### config.mk
export PLATFORM = sky130hd
export DESIGN_NAME = terminal_access_arbiter
export DESIGN_NICKNAME = d
export VERILOG_FILES = /design/src/rtl/access_pkg.sv /design/src/rtl/terminal_slot.sv /design/src/rtl/terminal_access_arbiter.sv
export SDC_FILE = /design/constraint.sdc
export NUM_CORES = 1
export LEC_CHECK = 0
export CELL_PAD_IN_SITES_DETAIL_PLACEMENT = 0
export CELL_PAD_IN_SITES_GLOBAL_PLACEMENT = 1
export CORE_UTILIZATION = 42
export CTS_CLUSTER_DIAMETER = 50
export DETAILED_ROUTE_END_ITERATION = 6
export GPL_ROUTABILITY_DRIVEN = 0
export PLACE_DENSITY = 0.8
export SYNTH_ARGS = -nofsm -noshare
export SYNTH_HDL_FRONTEND = slang
export SYNTH_SLANG_ARGS = --single-unit
### constraint.sdc
create_clock -name clk -period 4.8 [get_ports clk]
set_clock_uncertainty 0.15 [all_clocks]
set_input_delay 0.96 -clock clk [delete_from_list [all_inputs] [get_ports clk]]
set_output_delay 0.96 -clock clk [all_outputs]
set_load 0.005 [all_outputs]
### src/rtl/access_pkg.sv
// Shared types and helpers for the terminal access arbiter.
package access_pkg;

  // Per-terminal tenure state.
  typedef enum logic {
    IDLE = 1'b0,
    BUSY = 1'b1
  } slot_state_e;

  // Default sizes of the standard two-user, two-terminal build.
  localparam int N_USERS_DEF = 2;
  localparam int N_TERM_DEF  = 2;

  // Index width for n items, never narrower than one bit.
  function automatic int width_of(input int n);
    return (n <= 1) ? 1 : $clog2(n);
  endfunction

  localparam int TERM_W = width_of(N_TERM_DEF);
  localparam int UID_W  = width_of(N_USERS_DEF);

  // A request may reach arbitration only if it names a real function that
  // its authentication level covers, on a terminal that exists.
  function automatic logic func_permitted(input int unsigned level,
                                          input int unsigned func,
                                          input int unsigned term,
                                          input int unsigned n_term = N_TERM_DEF);
    return (func != 0) && (func <= level) && (term < n_term);
  endfunction

endpackage

### src/rtl/terminal_slot.sv
// One output terminal: picks a winner among its candidates, holds a timed
// tenure, and handles release, expiry and preemption by a higher level.
//
// state | meaning
// IDLE  | terminal free, grants the best candidate on the next edge
// BUSY  | terminal owned, counter runs down the remaining tenure
module terminal_slot
  import access_pkg::*;
#(
  parameter int N_USERS  = 2,
  parameter int LEVEL_W  = 3,
  parameter int FUNC_W   = 3,
  parameter int HOLD_CYC = 8,
  parameter int U_W      = 1
) (
  input  logic                        clk,
  input  logic                        rst_n,
  input  logic [N_USERS-1:0]          cand,
  input  logic [N_USERS*LEVEL_W-1:0]  req_level,
  input  logic [N_USERS*FUNC_W-1:0]   req_func,
  input  logic [N_USERS-1:0]          rel,
  output logic [N_USERS-1:0]          slot_grant,
  output logic [N_USERS-1:0]          slot_revoke,
  output logic                        slot_valid,
  output logic [FUNC_W-1:0]           slot_func,
  output logic [U_W-1:0]              slot_owner
);

  localparam int CNT_W = $clog2(HOLD_CYC + 1);

  slot_state_e          state_q, state_d;
  logic [CNT_W-1:0]     cnt_q, cnt_d;
  logic [U_W-1:0]       owner_q, owner_d;
  logic [LEVEL_W-1:0]   lvl_q, lvl_d;
  logic [FUNC_W-1:0]    func_q, func_d;
  logic [U_W-1:0]       rr_q, rr_d;
  logic [N_USERS-1:0]   grant_q, grant_d;
  logic [N_USERS-1:0]   revoke_q, revoke_d;

  logic [LEVEL_W-1:0]   lvl_a  [N_USERS];
  logic [FUNC_W-1:0]    func_a [N_USERS];

  logic [N_USERS-1:0]   cand_eff;
  logic [U_W-1:0]       scan_u;
  logic                 best_found;
  logic [U_W-1:0]       best_idx;
  logic [LEVEL_W-1:0]   best_lvl;
  logic [U_W-1:0]       rr_next;
  logic                 preempt;

  for (genvar u = 0; u < N_USERS; u++) begin : g_unpack
    assign lvl_a[u]  = req_level[u*LEVEL_W +: LEVEL_W];
    assign func_a[u] = req_func[u*FUNC_W +: FUNC_W];
  end

  // Winner select: highest level, ties to the first user at or after rr_q.
  always_comb begin
    cand_eff   = cand;
    scan_u     = '0;
    best_found = 1'b0;
    best_idx   = '0;
    best_lvl   = '0;
    if (state_q == BUSY) begin
      cand_eff[owner_q] = 1'b0;
    end
    for (int i = 0; i < N_USERS; i++) begin
      scan_u = U_W'((int'(rr_q) + i) % N_USERS);
      // Strict compare keeps the earliest tied user in scan order.
      if (cand_eff[scan_u] && (!best_found || (lvl_a[scan_u] > best_lvl))) begin
        best_found = 1'b1;
        best_idx   = scan_u;
        best_lvl   = lvl_a[scan_u];
      end
    end
    rr_next = (best_idx == U_W'(N_USERS - 1)) ? '0 : best_idx + 1'b1;
    preempt = (state_q == BUSY) && best_found && (best_lvl > lvl_q);
  end

  // Next-state: grant from IDLE, preempt/release/expire from BUSY.
  always_comb begin
    state_d  = state_q;
    cnt_d    = cnt_q;
    owner_d  = owner_q;
    lvl_d    = lvl_q;
    func_d   = func_q;
    rr_d     = rr_q;
    grant_d  = '0;
    revoke_d = '0;
    case (state_q)
      IDLE: begin
        if (best_found) begin
          state_d           = BUSY;
          cnt_d             = CNT_W'(HOLD_CYC);
          owner_d           = best_idx;
          lvl_d             = best_lvl;
          func_d            = func_a[best_idx];
          rr_d              = rr_next;
          grant_d[best_idx] = 1'b1;
        end
      end
      BUSY: begin
        // Preemption takes precedence over both release and expiry.
        if (preempt) begin
          cnt_d             = CNT_W'(HOLD_CYC);
          owner_d           = best_idx;
          lvl_d             = best_lvl;
          func_d            = func_a[best_idx];
          rr_d              = rr_next;
          grant_d[best_idx] = 1'b1;
          revoke_d[owner_q] = 1'b1;
        end else if (rel[owner_q] || (cnt_q <= CNT_W'(1))) begin
          // Owner/func/level clear so the outputs read 0 while free.
          state_d = IDLE;
          cnt_d   = '0;
          owner_d = '0;
          lvl_d   = '0;
          func_d  = '0;
        end else begin
          cnt_d = cnt_q - 1'b1;
        end
      end
      default: begin
        state_d = IDLE;
        cnt_d   = '0;
        owner_d = '0;
        lvl_d   = '0;
        func_d  = '0;
      end
    endcase
  end

  // Slot state and registered outputs; reset drops ownership at once.
  always_ff @(posedge clk or negedge rst_n) begin
    if (!rst_n) begin
      state_q  <= IDLE;
      cnt_q    <= '0;
      owner_q  <= '0;
      lvl_q    <= '0;
      func_q   <= '0;
      rr_q     <= '0;
      grant_q  <= '0;
      revoke_q <= '0;
    end else begin
      state_q  <= state_d;
      cnt_q    <= cnt_d;
      owner_q  <= owner_d;
      lvl_q    <= lvl_d;
      func_q   <= func_d;
      rr_q     <= rr_d;
      grant_q  <= grant_d;
      revoke_q <= revoke_d;
    end
  end

  assign slot_grant  = grant_q;
  assign slot_revoke = revoke_q;
  assign slot_valid  = (state_q == BUSY);
  assign slot_func   = func_q;
  assign slot_owner  = owner_q;

endmodule

### src/rtl/terminal_access_arbiter.sv
// Top level: screens each user's request for permission, denies the rest,
// and hands permitted requests to one terminal_slot per output terminal.
module terminal_access_arbiter
  import access_pkg::*;
#(
  parameter int N_USERS  = 2,
  parameter int N_TERM   = 2,
  parameter int LEVEL_W  = 3,
  parameter int FUNC_W   = 3,
  parameter int HOLD_CYC = 8,
  // Per-instance index widths (the package values cover the default build).
  localparam int T_W = width_of(N_TERM),
  localparam int U_W = width_of(N_USERS)
) (
  input  logic                       clk,
  input  logic                       rst_n,
  input  logic [N_USERS-1:0]         req_valid,
  input  logic [N_USERS*LEVEL_W-1:0] req_level,
  input  logic [N_USERS*FUNC_W-1:0]  req_func,
  input  logic [N_USERS*T_W-1:0]     req_term,
  input  logic [N_USERS-1:0]         rel,
  output logic [N_USERS-1:0]         grant,
  output logic [N_USERS-1:0]         deny,
  output logic [N_USERS-1:0]         revoke,
  output logic [N_TERM-1:0]          term_valid,
  output logic [N_TERM*FUNC_W-1:0]   term_func,
  output logic [N_TERM*U_W-1:0]      term_owner
);

  logic [LEVEL_W-1:0]  lvl_a  [N_USERS];
  logic [FUNC_W-1:0]   func_a [N_USERS];
  logic [T_W-1:0]      term_a [N_USERS];
  logic [N_USERS-1:0]  permitted;

  logic [N_USERS-1:0]  deny_q, deny_d;
  logic [N_USERS-1:0]  cand        [N_TERM];
  logic [N_USERS-1:0]  slot_grant  [N_TERM];
  logic [N_USERS-1:0]  slot_revoke [N_TERM];
  logic [N_USERS-1:0]  grant_or;
  logic [N_USERS-1:0]  revoke_or;

  for (genvar u = 0; u < N_USERS; u++) begin : g_user
    assign lvl_a[u]     = req_level[u*LEVEL_W +: LEVEL_W];
    assign func_a[u]    = req_func[u*FUNC_W +: FUNC_W];
    assign term_a[u]    = req_term[u*T_W +: T_W];
    assign permitted[u] = func_permitted(32'(lvl_a[u]), 32'(func_a[u]),
                                         32'(term_a[u]), 32'(N_TERM));
  end

  // Rejected requests are flagged every cycle they are presented.
  always_comb begin
    deny_d = req_valid & ~permitted;
  end

  // Registered deny pulse.
  always_ff @(posedge clk or negedge rst_n) begin
    if (!rst_n) begin
      deny_q <= '0;
    end else begin
      deny_q <= deny_d;
    end
  end

  for (genvar t = 0; t < N_TERM; t++) begin : g_slot
    for (genvar u = 0; u < N_USERS; u++) begin : g_cand
      assign cand[t][u] = req_valid[u] & permitted[u] & (term_a[u] == T_W'(t));
    end

    terminal_slot #(
      .N_USERS  (N_USERS),
      .LEVEL_W  (LEVEL_W),
      .FUNC_W   (FUNC_W),
      .HOLD_CYC (HOLD_CYC),
      .U_W      (U_W)
    ) u_slot (
      .clk         (clk),
      .rst_n       (rst_n),
      .cand        (cand[t]),
      .req_level   (req_level),
      .req_func    (req_func),
      .rel         (rel),
      .slot_grant  (slot_grant[t]),
      .slot_revoke (slot_revoke[t]),
      .slot_valid  (term_valid[t]),
      .slot_func   (term_func[t*FUNC_W +: FUNC_W]),
      .slot_owner  (term_owner[t*U_W +: U_W])
    );
  end

  // Merge per-terminal pulses; a user targets one terminal, so at most one
  // slot can grant or revoke it in any cycle.
  always_comb begin
    grant_or  = '0;
    revoke_or = '0;
    for (int t = 0; t < N_TERM; t++) begin
      grant_or  = grant_or  | slot_grant[t];
      revoke_or = revoke_or | slot_revoke[t];
    end
  end

  assign grant  = grant_or;
  assign revoke = revoke_or;
  assign deny   = deny_q;

endmodule

; ---- Word-level counts from Yosys, hierarchy flattened
; Cells that the tools add are included.
[totals]
register_bits = 36
[classes]
n_addsub = 6
order_cmp = 26
n_eq_ne = 6
mux = 108
bitwise = 24
reduce_logical = 24
[ops]
columns = cell, count
row1 = $mux W3, 32
row2 = $mux W1, 42
row3 = $mux W4, 6
row4 = $pmux W3 S2, 4
row5 = $mux W2, 10
row6 = $lt A1 B2 Y1 const B, 8
row7 = $pmux W4 S2, 2
row8 = $ge A2 B2 Y1 const B, 6
row9 = $gt A3 B3 Y1, 4
row10 = $logic_and A1 B1 Y1, 12
row11 = $not A1 Y2, 6
row12 = $pmux W1 S2, 6
row13 = $le A4 B1 Y1 const B, 2
row14 = $pmux W2 S2, 2
row15 = $reduce_and A2 Y1, 4
row16 = $sub A4 B1 Y4 const B, 2
row17 = $and A1 B1 Y1, 6
row18 = $and A2 B2 Y2, 3
row19 = $le A3 B3 Y1, 2
row20 = $ne A3 B3 Y1 const B, 2
row21 = $not A2 Y2, 3
row22 = $reduce_bool A3 Y1, 2
row23 = $add A1 B1 Y1 const B, 4
row24 = $demux W1 S1, 4
row25 = 7 further kinds, 20

; ---- Logic depth before layout (Yosys ltp)
; Gate-level depths: netlist of run 1.
[logic_depth]
depth_word = 20
ltp_mapped = 22

; ---- By module
; Synthesis of run 1 repeated with hierarchy kept, for this count alone.
[hier_totals]
cells_unflattened = 254
area_unflattened_um2 = 2433.6
[by_module_without_submodules]
columns = mod, n_inst, cells_each, area_each_um2, seq_area_each_um2
row1 = terminal_slot, 2, 109, 1063.5, 425.4
row2 = terminal_access_arbiter, 1, 36, 306.5, 50.0

; ---- Least setup slack after synthesis of run 1
; Ideal clock, no wire load.
[synth_path]
kind = input -> register
from = input req_level[1]
to = register g_slot[0].u_slot.rr_q
setup_ns = 0.125
arrival_ns = 4.724
path_slack_ns = -0.198
cell_stages = 21
path_cell_list = inv_1 > ha_1 > a211o_1 > a21oi_4 > nand2_1 > nor2_1 > a31oi_1 > ha_1 > nor2b_4 > o311ai_4 > xnor2_1 > o31a_1 > buf_6 > a22o_1 > ha_1 > nor2b_1 > o21ai_0 > a32oi_1 > o22ai_4 > inv_2 > mux2_2
[synth_via]
elab_chain_cells = 17
elab_cells_between_ends = 37
[synth_lines]
columns = item, line
row1 = start: declaration, terminal_access_arbiter.sv:18  ; input logic [N_USERS*LEVEL_W-1:0] req_level,
row2 = $le A3 B3 Y1, access_pkg.sv:28  ; return (func != 0) && (func <= level) && (term < n_term);
row3 = $logic_and A1 B1 Y1, access_pkg.sv:28
row4 = $and A1 B1 Y1 (2 in series), terminal_access_arbiter.sv:66  ; assign cand[t][u] = req_valid[u] & permitted[u] & (term_a[u] == T_W'(t));
row5 = $and A2 B2 Y2 (no source line), n/a
row6 = $mux W2, terminal_slot.sv:63  ; if (state_q == BUSY) begin
row7 = $mux W1 (not written as such) (2 in series), terminal_slot.sv:69  ; if (cand_eff[scan_u] && (!best_found || (lvl_a[scan_u] > best_lvl))) begin
row8 = $mux W3 / $mux W1 (equally long branches), terminal_slot.sv:69
row9 = $gt A3 B3 Y1 / $logic_not A1 Y1 (equally long branches), terminal_slot.sv:69
row10 = $logic_or A1 B1 Y1, terminal_slot.sv:69
row11 = $logic_and A1 B1 Y1, terminal_slot.sv:69
row12 = $mux W3 / $mux W1 (equally long branches), terminal_slot.sv:69
row13 = $gt A3 B3 Y1 (tied with other cells), terminal_slot.sv:76  ; preempt = (state_q == BUSY) && best_found && (best_lvl > lvl_q);
row14 = $logic_and A1 B1 Y1 / $mux W1 (equally long branches), "terminal_slot.sv:76, terminal_slot.sv:75"
row15 = $ne A2 B2 Y1 (no source line) (tied with other cells), n/a
row16 = $reduce_and A2 Y1 (no source line) / $pmux W1 S2 (equally long branches), n/a
row17 = end signal: assignment, terminal_slot.sv:149  ; rr_q <= rr_d;
row18 = end: declaration, terminal_slot.sv:36  ; logic [U_W-1:0] rr_q, rr_d;
; Parallel ways exist; a longest one is shown, timed or not. The select of a mux whose other input is x is not followed.
; A chain may end at the register's enable or synchronous reset.

; ---- Worst setup path in the final report of run 1
[layout_path]
from = input req_valid[0]
to = register g_slot[0].u_slot.func_q[0]
[layout_via]
elab_chain_cells = 17
elab_cells_between_ends = 31
[layout_lines]
columns = item, line
row1 = start: declaration, terminal_access_arbiter.sv:17  ; input logic [N_USERS-1:0] req_valid,
row2 = $and A1 B1 Y1 (*) (2 in series), terminal_access_arbiter.sv:66
row3 = $and A2 B2 Y2 (no source line), n/a
row4 = $mux W2 (*), terminal_slot.sv:63
row5 = "parallel branches: the longest is 13 deep, another holds $gt A3 B3 Y1", n/a
row6 = end signal: assignment, terminal_slot.sv:148  ; func_q <= func_d;
row7 = end: declaration, terminal_slot.sv:35  ; logic [FUNC_W-1:0] func_q, func_d;
; Every way passes the cells marked *. The select of a mux whose other input is x is not followed.

==> results of run 1 <==
[cells in the final DEF (no fill, tap or decap), types with 3 or more instances in the layout]
master and count:
a21oi_4 3, a21boi_0 3, nor2_1 12, buf_6 4, nor2b_1 3, nor3_1 4
o21a_1 3, buf_2 10, nand3_4 5, nor2b_4 3, or2_2 5, a22o_1 8
clkbuf_8 5, nand3_1 7, o21ai_0 12, ha_4 9, nand3_2 7, buf_4 83
o21ai_4 3, inv_2 8, ha_1 13, inv_1 20, nand2_1 23, o21ai_1 3
mux2i_1 7, clkdlybuf4s50_1 22, dfrtp_1 36, o211ai_1 3, o221ai_1 5, a31oi_1 3
[logic make-up (layout without fill, tap and decap cells)]
logic type	after synthesis	count (layout)
compound gates	76	77
simple gates	90	91
buf+inv	40	160
flops	36	36
mux	10	10
fa+ha+maj	22	22
xor+xnor	2	2
[power groups by stage]
stage,clock network (mW),logic [mW],registers (mW)
finish,0.218,1.13,0.541
global route,0.237,1.22,0.557
CTS,0.222,0.939,0.518
detailed placement,0,0.871,0.522
global placement,0,0.847,0.520
floorplan,0,0.586,0.471
[metal layers]
| metal | global-route usage, % | vias up | part of all wire [%] |
|---|---|---|---|
| met4 | 10.9 | 0 | 3.1 |
| met1 | 34.1 | 1357 | 41 |
| li1 | - | 1258 | - |
| met5 | 0 | - | 0 |
| met2 | 49.5 | 107 | 51 |
| met3 | 3.86 | 22 | 5.0 |
[how the worst max path moves through the flow]
stage,end,start,cells after the start
2_1_floorplan,g_slot[0].u_slot.rr_q,req_level[1],21
3_3_place_gp,g_slot[1].u_slot.slot_func[2],req_level[4],22
3_5_place_dp,g_slot[0].u_slot.slot_func[0],req_level[1],21
4_1_cts,g_slot[0].u_slot.slot_func[0],req_level[1],21
5_1_grt,g_slot[0].u_slot.slot_func[0],req_level[1],21
6_report,g_slot[0].u_slot.slot_func[0],req_valid[0],19
[state kept, by name (all words and copies together) (netlist names)]
| register | cells |
|---|---|
| deny | 2 |
| g_slot.u_slot.cnt_q | 8 |
| g_slot.u_slot.lvl_q | 6 |
| g_slot.u_slot.rr_q | 2 |
| g_slot.u_slot.slot_func | 6 |
| g_slot.u_slot.slot_grant | 4 |
| g_slot.u_slot.slot_owner | 2 |
| g_slot.u_slot.slot_revoke | 4 |
| g_slot.u_slot.slot_valid | 2 |
[area by class of cell]
| cell class | count | area, um^2 | area share (%) |
|---|---|---|---|
| clock buffer | 5 | 68.8 | 1.67 |
| clock inverter | 3 | 18.8 | 0.455 |
| inverter | 31 | 125 | 3.03 |
| multi-input combinational | 202 | 1950 | 47.3 |
| sequential | 36 | 901 | 21.8 |
| tap | 75 | 93.8 | 2.27 |
| timing repair buffer | 121 | 965 | 23.4 |
[repair_timing]
| item | CTS | global route |
|---|---|---|
| setup endpoints to repair | 34 | 34 |
| resized for setup | 72 | 65 |
| buffers inserted | 38 | 6 |
| pin swaps | 29 | 38 |
| gates cloned | 0 | 2 |
[worst max-delay path, stage by stage]
cell	delay [ns]
clkdlybuf4s50_1	0.57
o2111ai_4	0.16
a21oi_4	0.19
nand2_1	0.07
nor2_1	0.08
a31oi_1	0.06
ha_1	0.34
nor2b_4	0.14
o311ai_4	0.24
xnor2_2	0.11
o31a_1	0.29
a22o_1	0.23
ha_1	0.30
nor2b_1	0.12
o21ai_1	0.09
a32oi_2	0.32
o22ai_4	0.13
a21boi_4	0.19
a22o_1	0.26
==> run summary, run 1 <==
Worst Path Arrival = 4.87 ns
Async SR Flop Fraction = 100%
n_diodes = 0
DP Wirelength = 5360 um
Seq pwr share = 28.6%
slew of the pin with the lowest slew margin = 0.831 ns
post-synth top area cell = dfrtp_1
final worst-path setup slack = -0.0275 ns
Die ar. = 6410 um^2
hold slack = 0.366 ns
HP Class = reg -> reg
Congestion Overflow GR = 0
sw frac = 43.1%
RSZ-0062 raised after global routing = yes
Synth area leaders = dfrtp_1 35%, ha_1 11%, inv_1 4.1%
Initial DRC Count = 194
Clock power frac = 11.6%
pre-CTS WS = -0.708 ns
Slew Viols, Final = 0
hold path cells = 1
CP Capture Type = flip-flop
multiplexer share of the synthesized area = 3.96%
post-synthesis xor/xnor area fraction = 0.684%
die height = 80.1 um
status = complete, but fails checks
worst hold endpoint = g_slot[0].u_slot.lvl_q[2]
FF-to-FF End = g_slot[0].u_slot.slot_func[0]
placed cells = 422
Cell Rows = 28
fmax = 0.207 GHz
final period utilization = 101%
vias in the first global route = 2644
total track usage = 28.0%
placed inst area = 3300 um^2
adder-cell share of the synthesized area = 10.8%
share of cells above drive strength 1 = 46.5%
synthesized area per cell = 9.28 um^2
io pins = 36
Finished Layout Cells = 473
clk sink count = 36
routed len/inst = 19.3 um
FF+latch count, synth = 36
Rel. slew slack = 44.6%
Critical Path Fanout Max = 7
largest net degree at the start of global routing = 37
initial antenna violation count = 0
Seq/Total Area, Yosys = 35.2%
r2r startpoint = g_slot[0].u_slot.slot_valid
Compound-Gate Fraction of Synth Area = 24.4%
Yosys cell types = 58
Initial Utilization = 43.5%
fill cell count = 438
vias after detailed routing = 2744
PortBufs = 35
Die X-Extent = 80.1 um
Worst EP required = 4.84 ns
Post-DRT Antenna Nets = 0
ratio of total power to cell area = 458 nW/um^2
violated checks = negative setup slack
maximum vdd drop = 242 uV
Post-synth EDFFs = 0
simple logic cell fraction of the synthesized area = 18.2%
Via density = 5.80
clock buffer count from CTS = 5
Root Buffer = clkbuf_8
Core Util, Final = 70.1%
Total Power = 1.89 mW
synthesized instance count = 276
clock-pin slew on the worst setup and hold paths = 0.08 ns
leak pwr = 1.84 nW
CTS Buffer Depth = 2
most instantiated cells after synthesis = 36 x dfrtp_1, 28 x inv_1, 26 x nand2_1
Max-Cap Viols = 0
clock latency on the worst-skew pair = 0.29 ns
Startpoint Class = input pin
hold path start = g_slot[0].u_slot.lvl_q[2]
final net count = 439
Reg2Reg Setup Slack = 0.49 ns
Final Instance Area = 4130 um^2
syn nets = 318
Post-synth top flop = dfrtp_1
Yosys warning count = 0
first-pass GRT wire length = 13300 um
count leader, synth = dfrtp_1
Yosys top cell area share = 35.2%
R2R depth = 19
Final min period = 4.83 ns
CP Class = in -> reg
Hold-fix buffers, CTS = 0
area grow syn2layout = 61.1%
Max H-tree Level = 2
Gate power share = 59.8%
final setup violation count = 2
final wirelength = 9130 um
Mapped Area = 2560 um^2
internal power = 1.08 mW
final hold violations = 0
CTS tree = yes
Psw = 814 uW
first-pass detailed-route iteration total = 5
main combinational cell family by area after synthesis = compound AO/OA/AOI/OAI gates
Residual DRC = 0
Core ar. = 5890 um^2
setup tns final = -0.0505 ns
(Power assumes the default switching activity.)
==> inputs of run 2 (changes only) <==
Settings changed: CORE_UTILIZATION 42 to 40, PLACE_DENSITY 0.8 to 0.77.
==> run 2 against run 1 <==
The run now ends clean. Sequential power fell by 3%. Cell count shrank 4.4%. Final area down 6.0%. Combinational power shrank 5%. Core utilization is 6.1 points lower. Flip-flop and latch count is the same. Via count decreased by 9.0%. Register-to-register slack improved by 0.06 ns. Largest cell class unchanged.
==> run summary, run 2 (synthesized netlist as in run 1, its figures left out) <==
Rel. slew slack = 46.3% (was 44.6%)
routed len/inst = 16.4 um (was 19.3 um)
Slew Viols, Final = 0 (unchanged)
total track usage = 22.4% (was 28.0%)
vias after detailed routing = 2498 (was 2744)
Via density = 5.53 (was 5.80)
Initial Utilization = 42.2% (was 43.5%)
commonest non-fill, non-tap cell in the layout = buf_4 (unchanged)
Root Buffer = clkbuf_8 (unchanged)
io pins = 36 (unchanged)
Die X-Extent = 82 um (was 80.1 um)
clock-pin slew on the worst setup and hold paths = 0.07 ns (was 0.08 ns)
PortBufs = 35 (unchanged)
Final min period = 4.78 ns (was 4.83 ns)
die height = 82 um (was 80.1 um)
final wirelength = 7430 um (was 9130 um)
n_diodes = 0 (unchanged)
final hold violations = 0 (unchanged)
Residual DRC = 0 (unchanged)
final net count = 418 (was 439)
Core ar. = 6060 um^2 (was 5890 um^2)
placed cells = 427 (was 422)
final period utilization = 99.6% (was 101%)
clock buffer count from CTS = 5 (unchanged)
Post-DRT Antenna Nets = 0 (unchanged)
DP Wirelength = 5250 um (was 5360 um)
vias in the first global route = 2326 (was 2644)
CTS Buffer Depth = 2 (unchanged)
Max H-tree Level = 2 (unchanged)
Core Util, Final = 64.0% (was 70.1%)
Congestion Overflow GR = 0 (unchanged)
first-pass detailed-route iteration total = 4 (was 5)
Worst Path Arrival = 4.81 ns (was 4.87 ns)
fmax = 0.209 GHz (was 0.207 GHz)
Hold-fix buffers, CTS = 0 (unchanged)
CP Capture Type = flip-flop (unchanged)
largest net degree at the start of global routing = 37 (unchanged)
Critical Path Fanout Max = 7 (unchanged)
met2 Use GR = 35.4% (was 49.5%)
Worst EP required = 4.83 ns (was 4.84 ns)
Die ar. = 6720 um^2 (was 6410 um^2)
commonest cells after routing, fill and taps aside = 62 x buf_4, 36 x dfrtp_1, 23 x nand2_1, 21 x inv_1, 21 x clkdlybuf4s50_1 (was 83 x buf_4, 36 x dfrtp_1, 23 x nand2_1, 22 x clkdlybuf4s50_1, 20 x inv_1)
GRT busiest layer = met2 (unchanged)
Initial DRC Count = 90 (was 194)
maximum vdd drop = 271 uV (was 242 uV)
ratio of total power to cell area = 479 nW/um^2 (was 458 nW/um^2)
initial antenna violation count = 0 (unchanged)
HP Class = reg -> reg (unchanged)
Finished Layout Cells = 452 (was 473)
clk sink count = 36 (unchanged)
clock latency on the worst-skew pair = 0.28 ns (was 0.29 ns)
Cell Rows = 28 (unchanged)
share of cells above drive strength 1 = 43.0% (was 46.5%)
area grow syn2layout = 51.5% (was 61.1%)
Biggest register = g_slot.u_slot.cnt_q (unchanged)
CTS tree = yes (unchanged)
Max-Cap Viols = 0 (unchanged)
met1 GRT Util = 30.7% (was 34.1%)
leak pwr = 1.74 nW (was 1.84 nW)
slew of the pin with the lowest slew margin = 0.805 ns (was 0.831 ns)
RSZ-0062 raised after global routing = yes (unchanged)
CP Class = in -> reg (unchanged)
max FFs per register = 8 (unchanged)
met3 usage = 3.44% (was 3.86%)
status = finished, final reports clean (was complete, but fails checks)
first-pass GRT wire length = 11200 um (was 13300 um)
Startpoint Class = input pin (unchanged)
final setup violation count = 0 (was 2)
-- run 2: cell count changes in the layout (fill, tap and decap cells not counted), moves of 3 or more --
cell     delta
a31oi_2     +4
nand3_4     -3
ha_4        -3
nand3_1     +3
buf_4      -21
nor2_2      +4
-- run 2: path summary, 6_finish.rpt --
kind | from | end | slack, ns | cells after the start
min reg2reg | g_slot[0].u_slot.lvl_q[2] | g_slot[0].u_slot.lvl_q[2] | 0.37 | 1
max | req_term[0] | g_slot[0].u_slot.slot_func[2] | 0.02 | 20
min in group asynchronous | rst_n | g_slot[1].u_slot.cnt_q[2] | 0.61 | 1
min | g_slot[0].u_slot.lvl_q[2] | g_slot[0].u_slot.lvl_q[2] | 0.37 | 1
max reg2reg | g_slot[0].u_slot.slot_valid | g_slot[0].u_slot.slot_func[2] | 0.55 | 19
max in group asynchronous | rst_n | g_slot[0].u_slot.slot_func[1] | 3.38 | 1
-- run 2: metrics by stage --
stage / hold slack, ns / setup TNS, ns / area, um^2 / power, mW / worst slack [ns]
floorplan: 0.310 / -0.541 / 2580 / 1.06 / -0.132
global placement: 0.335 / -18.40 / 3340 / 1.38 / -0.648
detailed placement: 0.333 / -21.53 / 3340 / 1.39 / -0.723
CTS: 0.363 / -0.0551 / 3560 / 1.72 / -0.0345
global route: 0.380 / -1.82 / 3880 / 1.99 / -0.123
finish: 0.368 / 0 / 3880 / 1.86 / 0.0206
-- run 2: timing repair --
action / 4_1_cts / 5_1_grt
pin swaps: 21 / 39
setup buffers: 8 / 9
setup endpoints to repair: 34 / 34
gates resized for setup: 61 / 57
cloned: 0 / 2
-- run 2: worst max-delay path, cell delays in order --
cell and delay [ns]:
clkdlybuf4s50_1 0.46, inv_1 0.12, o2111ai_4 0.15, a21oi_4 0.18, nand2_1 0.09, nor2_2 0.13, a31oi_2 0.06, ha_1 0.34
nor2b_4 0.14, o311ai_4 0.24, xnor2_2 0.11, o31a_1 0.30, a22o_1 0.24, ha_4 0.28, nor2b_4 0.13, o21ai_2 0.06
a32oi_2 0.25, o22ai_4 0.13, a21boi_4 0.18, a22o_1 0.26
-- run 2: final cells by class --
cell class,count,area (um^2)
clock buffers,6,72.6
clock inverters,2,35.0
fillers,496,2180
inverters,31,120
multi-input cells,202,1850
flip-flops and latches,36,901
well taps,75,93.8
repair buffers,100,810
-- run 2: metal layers --
| metal | routed length (um) | up-vias |
|---|---|---|
| li1 | - | 1212 |
| met3 | 266 | 11 |
| met5 | 0 | - |
| met2 | 3590 | 60 |
| met1 | 3460 | 1215 |
| met4 | 117 | 0 |
-- run 2: report_power, final --
group	leakage (nW)	internal (mW)	switching, mW
clock	0.0552	0.154	0.108
sequential	0.470	0.401	0.125
combinational	1.22	0.559	0.508
==> inputs of run 3 (changes only) <==
Settings changed: ABC_AREA from default to 1, PLACE_DENSITY 0.77 to 0.8, SYNTH_HIERARCHICAL from default to 1, TNS_END_PERCENT from default to 10.
==> run 3 against run 2 <==
Core utilization is 5.0 points lower. Combinational power is 17% lower. Flip-flop and latch count stayed put. First-iteration DRC count is 18% higher. Sequential share of layout area is 2.1 points higher. Register-to-register slack better by 0.86 ns. Cell count is 9.3% higher. Global-route usage is 3.0 points lower. Critical path type unchanged.
==> run summary, run 3 <==
Yosys warning count = 6 (was 0)
Residual DRC = 0 (unchanged)
pre-CTS WS = -0.337 ns (was -0.723 ns)
share of cells above drive strength 1 = 27.2% (was 43.0%)
Initial Utilization = 42.4% (was 42.2%)
DP Wirelength = 4780 um (was 5250 um)
Post-synth EDFFs = 0 (unchanged)
post-synthesis xor/xnor area fraction = 0.686% (was 0.684%)
Clock power frac = 15.7% (was 14.1%)
final worst-path setup slack = 0.241 ns (was 0.0206 ns)
Cell Rows = 28 (unchanged)
synthesized instance count = 339 (was 276)
Async SR Flop Fraction = 100% (unchanged)
first-pass detailed-route iteration total = 5 (was 4)
internal power = 970 uW (was 1.11 mW)
final setup violation count = 0 (unchanged)
syn nets = 381 (was 318)
ratio of total power to cell area = 467 nW/um^2 (was 479 nW/um^2)
initial antenna violation count = 0 (unchanged)
Post-synth top flop = dfrtp_1 (unchanged)
clk sink count = 36 (unchanged)
final net count = 460 (was 418)
Seq pwr share = 30.6% (was 28.3%)
commonest cells after routing, fill and taps aside = 66 x nand2_1, 49 x inv_1, 45 x nand3_1, 41 x buf_4, 36 x dfrtp_1 (was 62 x buf_4, 36 x dfrtp_1, 23 x nand2_1, 21 x inv_1, 21 x clkdlybuf4s50_1)
Root Buffer = clkbuf_8 (unchanged)
Die X-Extent = 81.9 um (was 82 um)
first-pass GRT wire length = 9780 um (was 11200 um)
final hold violations = 0 (unchanged)
CP Capture Type = flip-flop (unchanged)
clock latency on the worst-skew pair = 0.29 ns (was 0.28 ns)
PortBufs = 35 (unchanged)
routed len/inst = 12.5 um (was 16.4 um)
leak pwr = 1.92 nW (was 1.74 nW)
Slew Viols, Final = 0 (unchanged)
Congestion Overflow GR = 0 (unchanged)
simple logic cell fraction of the synthesized area = 31.2% (was 18.2%)
Final min period = 4.56 ns (was 4.78 ns)
Max-Cap Viols = 0 (unchanged)
most instantiated cells after synthesis = 66 x nand2_1, 53 x inv_1, 48 x nand3_1 (was 36 x dfrtp_1, 28 x inv_1, 26 x nand2_1)
Compound-Gate Fraction of Synth Area = 10.0% (was 24.4%)
Startpoint Class = input pin (unchanged)
Gate power share = 53.7% (was 57.5%)
max FFs per register = 8 (unchanged)
Worst EP required = 4.88 ns (was 4.83 ns)
clock-pin slew on the worst setup and hold paths = 0.07 ns (about the same)
multiplexer share of the synthesized area = 1.57% (was 3.96%)
CP Class = in -> reg (unchanged)
Synth area leaders = dfrtp_1 35%, ha_1 11%, nand2_1 9.7% (was dfrtp_1 35%, ha_1 11%, inv_1 4.1%)
area grow syn2layout = 39.3% (was 51.5%)
Post-DRT Antenna Nets = 0 (unchanged)
Critical Path Fanout Max = 5 (was 7)
clock buffer count from CTS = 5 (unchanged)
fmax = 0.219 GHz (was 0.209 GHz)
status = finished, final reports clean (unchanged)
vias after detailed routing = 2387 (was 2498)
Worst Path Arrival = 4.64 ns (was 4.81 ns)
Yosys cell types = 28 (was 58)
commonest non-fill, non-tap cell in the layout = nand2_1 (was buf_4)
hold path cells = 2 (was 1)
Max H-tree Level = 2 (unchanged)
count leader, synth = nand2_1 (was dfrtp_1)
final period utilization = 95.0% (was 99.6%)
Seq/Total Area, Yosys = 35.3% (was 35.2%)
post-synth top area cell = dfrtp_1 (unchanged)
sw frac = 41.5% (was 40.0%)
adder-cell share of the synthesized area = 10.8% (about the same)
Yosys top cell area share = 35.3% (was 35.2%)
FF+latch count, synth = 36 (unchanged)
main combinational cell family by area after synthesis = simple AND/OR/NAND/NOR gates (was compound AO/OA/AOI/OAI gates)
Core ar. = 6030 um^2 (was 6060 um^2)
die height = 81.9 um (was 82 um)
Psw = 689 uW (was 742 uW)
final wirelength = 6180 um (was 7430 um)
Rel. slew slack = 70.1% (was 46.3%)
CTS Buffer Depth = 2 (unchanged)
Via density = 4.83 (was 5.53)
largest net degree at the start of global routing = 37 (unchanged)
maximum vdd drop = 251 uV (was 271 uV)
n_diodes = 0 (unchanged)
Initial DRC Count = 106 (was 90)
Mapped Area = 2550 um^2 (was 2560 um^2)
R2R depth = 22 (was 19)
HP Class = reg -> reg (unchanged)
synthesized area per cell = 7.53 um^2 (was 9.28 um^2)
Core Util, Final = 59.0% (was 64.0%)
Biggest register = g_slot.u_slot/cnt_q (was g_slot.u_slot.cnt_q)
total track usage = 19.5% (was 22.4%)
Die ar. = 6700 um^2 (was 6720 um^2)
io pins = 36 (unchanged)
Hold-fix buffers, CTS = 0 (unchanged)
CTS tree = yes (unchanged)
slew of the pin with the lowest slew margin = 0.449 ns (was 0.805 ns)
vias in the first global route = 2199 (was 2326)
-- run 3: cell types whose count changed after synthesis, moves of 7 or more --
cell      delta
a22o_1       -8
inv_1       +25
nand2_1     +40
nand2_2     +20
nand3_1     +31
o221ai_1     -7
-- run 3: logic make-up (layout without fill, tap and decap cells) --
family / after synthesis / after routing
and+or+nand+nor: 166 / 166
buffers and inverters: 65 / 145
AOI/OAI and AO/OA: 44 / 44
DFF: 36 / 36
adders and majority gates: 22 / 22
muxes: 4 / 4
xor gates and xnor gates: 2 / 2
-- run 3: power groups by stage --
stage / sequential, mW / combinational (mW) / clock [mW]
finish: 0.508 / 0.891 / 0.260
global route: 0.525 / 1.01 / 0.279
CTS: 0.507 / 0.818 / 0.267
detailed placement: 0.513 / 0.810 / 0
global placement: 0.512 / 0.794 / 0
floorplan: 0.481 / 0.539 / 0
-- run 3: final cells by class --
type	instances	area (um^2)
clock inverters	2	35.0
clock buffers	6	72.6
inverters	61	241
repair buffers	76	673
well taps	75	93.8
fillers	573	2470
multi-input cells	238	1540
flip-flops and latches	36	901
-- run 3: stage by stage --
step                      setup TNS (ns)  instance area [um^2]  std cells  total power, mW  hold WS, ns
after floorplan                        0                  2550        339             1.02        0.334
after global placement             -3.91                  3260        485             1.31        0.349
after detailed placement           -8.33                  3260        485             1.32        0.348
after CTS                              0                  3370        493             1.59        0.366
after global routing              -0.227                  3550        494             1.82        0.378
final                                  0                  3550        494             1.66        0.362
-- run 3: layer usage --
layer / vias up / GRT usage (%) / share of wire, % / wire [um]
met3: 7 / 2.78 / 2.5 / 152
met5: - / 0 / 0 / 0
li1: 1250 / - / - / -
met4: 0 / 6.84 / 1.4 / 85
met1: 1087 / 26.2 / 47 / 2920
met2: 43 / 31.7 / 49 / 3020
-- run 3: final timing paths --
kind	endpoint	slack, ns	from
max	g_slot[1].u_slot/slot_func[0]	0.24	req_func[2]
min	g_slot[1].u_slot/slot_func[0]	0.36	g_slot[1].u_slot/slot_func[0]
max reg2reg	g_slot[1].u_slot/slot_func[0]	1.41	g_slot[1].u_slot/rr_q
min reg2reg	g_slot[1].u_slot/slot_func[0]	0.36	g_slot[1].u_slot/slot_func[0]
max in group asynchronous	g_slot[1].u_slot/lvl_q[0]	3.25	rst_n
min in group asynchronous	g_slot[0].u_slot/lvl_q[1]	0.92	rst_n
-- run 3: worst max-delay path, stage by stage --
cell and delay [ns]:
clkdlybuf4s50_1 0.55, ha_4 0.23, a21oi_2 0.12, nand2_1 0.07, nand2_2 0.09, nand3_4 0.09
nor2_2 0.11, nand3_1 0.10, nand2_2 0.10, o211ai_1 0.13, ha_1 0.36, a21oi_1 0.15
nand2_1 0.06, nand2_1 0.07, nand2_2 0.07, nand2_4 0.09, nand2_1 0.07, o21ai_2 0.08
inv_2 0.07, ha_4 0.28, nand2_1 0.07, o21ai_2 0.14, nand4_2 0.15, nand2_4 0.14
buf_4 0.13, nand3_1 0.09, nand2_1 0.07
-- run 3: timing repair --
action | CTS | global route
buffers inserted | 0 | 1
resized for setup | 3 | 44
pin swaps | 0 | 15
setup endpoints to repair | 13 | 34
